$ cat config.mk
export PLATFORM = sky130hd
export DESIGN_NAME = instr_fetch_unit
export DESIGN_NICKNAME = d
export VERILOG_FILES = /design/src/rtl/instr_fetch_unit.sv
export SDC_FILE = /design/constraint.sdc
export NUM_CORES = 1
export LEC_CHECK = 0
export BUFFER_PORTS_ARGS = -buffer_cell sky130_fd_sc_hd__clkbuf_2
export CORE_ASPECT_RATIO = 0.6
export CORE_MARGIN = 4
export CORE_UTILIZATION = 35
export DETAILED_ROUTE_END_ITERATION = 10
export MAX_ROUTING_LAYER = met4
export SYNTH_ARGS = -nofsm -noshare
export SYNTH_HDL_FRONTEND = slang
export SYNTH_SLANG_ARGS = --single-unit
export TNS_END_PERCENT = 10
$ cat constraint.sdc
create_clock -name clk -period 2.4 [get_ports clk]
set_input_delay 0 -clock clk [delete_from_list [all_inputs] [get_ports clk]]
set_output_delay 0 -clock clk [all_outputs]
set_load 0.03 [all_outputs]
$ cat src/rtl/instr_fetch_unit.sv
// instr_fetch_unit
// Fetch stage for the single-issue core. Owns the program counter, fetches
// one word at a time from instruction memory using a req/ready wait-state
// handshake, holds it in the instruction register and presents the decode
// fields to the controller. The next PC is chosen on the commit edge from
// PCSrc/Result. A misaligned branch target parks the unit in HALT until reset.
//
// Ports:
//   clk, rst_n               clock (rising edge), async active-low reset
//   imem_req/addr            read request and address (address == PC)
//   imem_ready/rdata         read data valid strobe and instruction word
//   stall                    hold current instruction in EXEC
//   PCSrc, Result            next-PC select and branch target
//   instr_valid, commit      IR executing this cycle / retiring this cycle
//   Instr and field slices   Cond, Op, Funct, Rn, RD, Rm, Imm24
//   PC, PCPlus4, PCPlus8     current PC and its +4/+8 offsets
//   halt                     sticky misaligned-target fault
//   retired                  committed-instruction counter (wraps)
module instr_fetch_unit #(
  parameter logic [31:0] RESET_PC = 32'h0000_0000
) (
  input  logic        clk,
  input  logic        rst_n,
  output logic        imem_req,
  output logic [31:0] imem_addr,
  input  logic        imem_ready,
  input  logic [31:0] imem_rdata,
  input  logic        stall,
  input  logic        PCSrc,
  input  logic [31:0] Result,
  output logic        instr_valid,
  output logic        commit,
  output logic [31:0] Instr,
  output logic [3:0]  Cond,
  output logic [1:0]  Op,
  output logic [5:0]  Funct,
  output logic [3:0]  Rn,
  output logic [3:0]  RD,
  output logic [3:0]  Rm,
  output logic [23:0] Imm24,
  output logic [31:0] PC,
  output logic [31:0] PCPlus4,
  output logic [31:0] PCPlus8,
  output logic        halt,
  output logic [31:0] retired
);

  localparam logic [1:0] IDLE  = 2'd0;
  localparam logic [1:0] FETCH = 2'd1;
  localparam logic [1:0] EXEC  = 2'd2;
  localparam logic [1:0] HALT  = 2'd3;

  logic [1:0] state;
  logic       misaligned;

  assign misaligned = PCSrc && (Result[1:0] != 2'b00);

  always_ff @(posedge clk or negedge rst_n) begin
    if (!rst_n) begin
      state   <= IDLE;
      PC      <= RESET_PC;
      Instr   <= '0;
      retired <= '0;
    end else begin
      case (state)
        IDLE: state <= FETCH;
        FETCH: begin
          if (imem_ready) begin
            Instr <= imem_rdata;
            state <= EXEC;
          end
        end
        EXEC: begin
          if (!stall) begin
            retired <= retired + 32'd1;
            // A misaligned target still retires the instruction but leaves
            // PC pointing at it, so the faulting address is observable.
            if (misaligned) begin
              state <= HALT;
            end else begin
              PC    <= PCSrc ? Result : PCPlus4;
              state <= FETCH;
            end
          end
        end
        default: state <= HALT;
      endcase
    end
  end

  assign imem_req    = (state == FETCH);
  assign imem_addr   = PC;
  assign instr_valid = (state == EXEC);
  assign commit      = instr_valid && !stall;
  assign halt        = (state == HALT);

  assign PCPlus4 = PC + 32'd4;
  assign PCPlus8 = PC + 32'd8;

  assign Cond  = Instr[31:28];
  assign Op    = Instr[27:26];
  assign Funct = Instr[25:20];
  assign Rn    = Instr[19:16];
  assign RD    = Instr[15:12];
  assign Rm    = Instr[3:0];
  assign Imm24 = Instr[23:0];

endmodule

==> run summary <==
via/cell ratio: 5.153
slew at the pin closest to its max-slew limit: 0.6292 ns
DRC: 0
outcome: completed
synth top area cells: dfrtp_1 38%, buf_4 11%, xnor2_1 7.1%
num rows: 37
clock sinks: 98
layout cells sized above 1: 45.01%
global-route usage over all layers: 22.29%
largest net degree at the start of global routing: 61
final wirelength: 23230 um
Yosys warning total: 0
antenna violations before repair: 0
number of global-route vias before repair: 6079
Seq pwr share: 34.4%
I/O Buffers: 312
via count: 6312
IO Count: 313
CTS tree: done
NetSw: 2.626 mW
count of cell types in the netlist: 58
flops & latches, synth: 98
final RePlAce weighted congestion: 0.8975
Filler cells: 1699
post-place setup slack: 0.2435 ns
syn_area_per_cell: 9.281 um2
top post-synthesis cells by count: 98 x dfrtp_1, 91 x buf_4, 52 x nand2_1, 52 x xnor2_1, 40 x nand3_1
Hold Path Origin: Result[3]
crit path kind: flop to primary output
total design power: 5.911 mW
switching share of power: 44.42%
Setup WS post-layout: 0.03950 ns
fmax: 423.6 MHz
crit path time final: 2.360 ns
Post-Syn Area: 6395 um2
R2R depth: 5
First DRT Iteration DRCs: 500
CTS Buffer Depth: 2
syn_nets: 761
reg2reg setup slack: 0.30 ns
WP data required: 2.40 ns
Clk pin slew, worst setup/hold paths: 0.09 ns
crit path DAT: 2.36 ns
post-route ant nets: 0
final non-filler cell area: 8748 um2
largest area contributor in the netlist: dfrtp_1
most frequent cell after synthesis: dfrtp_1
Clk Latency, worst-skew pair: 0.35 ns
first-pass GRT wire length: 35390 um
DP HPWL: 17600 um
Max FO, Critical Path: 7
crit path capture type: primary output
GRT overflow: 0
detailed-router iteration count before antenna repair: 5
Leak: 4.326 nW
n_diodes: 0
Syn Inst Count: 689
Placed Area: 7785 um2
Slew Viols, Final: 0
Setup Viol. Count Final: 0
initial core utilization: 36.45%
Clk network pwr share: 24.8%
Min-Delay Endpoint: PC[3]
worst min path class: input port to flop
Comb power frac: 40.9%
Synth Flop Type: dfrtp_1
EDFF count, synth: 0
die height: 112.7 um
max-cap violations: 0
post-synth top area share: 38.35%
crit share post-route: 98.35%
VDD IR max: 0.0003533 V
CTS H-tree depth: 3
CTS root buf: clkbuf_16
PD cells: 675.7 nW/um2
Num CTS Buffers: 9
reg2reg end: PC[28]
reg2reg start: PC[17]
Syn-to-layout area delta: 36.80%
Clock Skews: 0.02186 ns
DR WL/cell: 18.96 um
Die ar.: 20570 um2
sequential fraction of the synthesis area: 38.35%
Final nets: 1058
Die Wd: 182.5 um
final hold vios: 0
floorplan core area: 17550 um2
Hold Crit Depth: 4
startpoint types: flop
RSZ-0062 raised after global routing: yes
cell internal pwr: 3.285 mW
Rel. slew slack: 58.06%
Post-synth ARST share: 100.0%
[final cells by class]
cell class	instances	area [um2]	share of cell area, %
Sequential cell	98	2460	28.12
Multi-Input combinational cell	437	3060	34.98
Timing Repair Buffer	426	2589	29.59
Clock inverter	7	68.82	0.7866
Tap cell	234	292.8	3.347
Inverter	14	52.55	0.6007
Clock buffer	9	225.2	2.574
[critical path, cell delays in order (launching register included)]
cell and delay (ns):
dfrtp_2 0.47, buf_4 0.18, nand4_1 0.24, nor3_1 0.32
buf_4 0.22, nand3_1 0.11, xnor2_1 0.22, clkbuf_2 0.24
[registers in the layout, summed over array words and instances, names as in the netlist]
name	cells
Instr	32
state	2
PC	32
retired	32
[layer usage]
metal / track usage [%] / wire length (um)
met1: 31.09 / 10380
met2: 34.15 / 10670
met3: 4.979 / 2091
met4: 3.198 / 89
met5: - / 0
[stage by stage]
step	hold WS (ns)	utilization, %	setup TNS [ns]	instances
floorplan	-0.2956	-	0	689
global placement	0.03840	44.37	0	1147
detailed placement	0.03944	44.37	0	1147
CTS	0.03816	49.35	0	1218
global route	0.07009	49.86	-0.2321	1225
finish	0.04886	49.86	0	1225
[power groups by stage]
stage / registers, mW / logic (mW) / clock network (mW)
2_1_floorplan: 2.37 / 1.49 / 0
3_3_place_gp: 2.05 / 2.33 / 0
3_5_place_dp: 2.06 / 2.33 / 0
4_1_cts: 2.03 / 2.41 / 1.51
5_1_grt: 2.06 / 2.54 / 1.57
6_report: 2.03 / 2.42 / 1.46
[kinds of logic (layout without fill, tap and decap cells)]
kind of cell	count (synthesis)	after routing	synth area share, %
buffers and inverters	154	456	14.64
AO/OA/AOI/OAI	72	72	7.807
multiplexers	35	35	6.105
flip-flops	98	98	38.35
adder cells (fa/ha/maj)	3	3	0.5870
AND/OR/NAND/NOR	241	241	20.74
XOR/XNOR	86	86	11.78
[repair_timing]
item	in CTS	in global routing
gates cloned	0	1
pin swaps	0	3
hold buffers	55	0
setup endpoints to repair	12	26
resized for setup	8	21
endpoints found under the hold margin	91	0
setup buffers	0	6
[how the worst max path moves through the flow]
stage | start | endpoint | slack [ns]
2_1_floorplan | PC[3] | PCPlus8[23] | 0.002
3_3_place_gp | PC[7] | PCPlus4[29] | 0.35
3_5_place_dp | PC[3] | PC[28] | 0.24
4_1_cts | PC[3] | PCPlus4[21] | 0.01
5_1_grt | PC[14] | PCPlus4[21] | -0.07
6_report | PC[12] | PCPlus8[25] | 0.04
[cells in the final DEF, fill, tap and decap left out, drive strengths merged, types with 6 or more instances in the layout]
cell type    count
clkbuf         315
dfrtp           98
buf             65
dlygate4sd3     55
nand2           52
xnor2           52
nand3           41
xor2            34
mux2            32
nor3            28
nand4           28
nor4            24
nor2            20
o21ai           19
inv             16
a21oi           14
and3             8
a22oi            8
and4             7
o311ai           7
and2             7
or3              6
a221o            6
(Power assumes the default switching activity.)
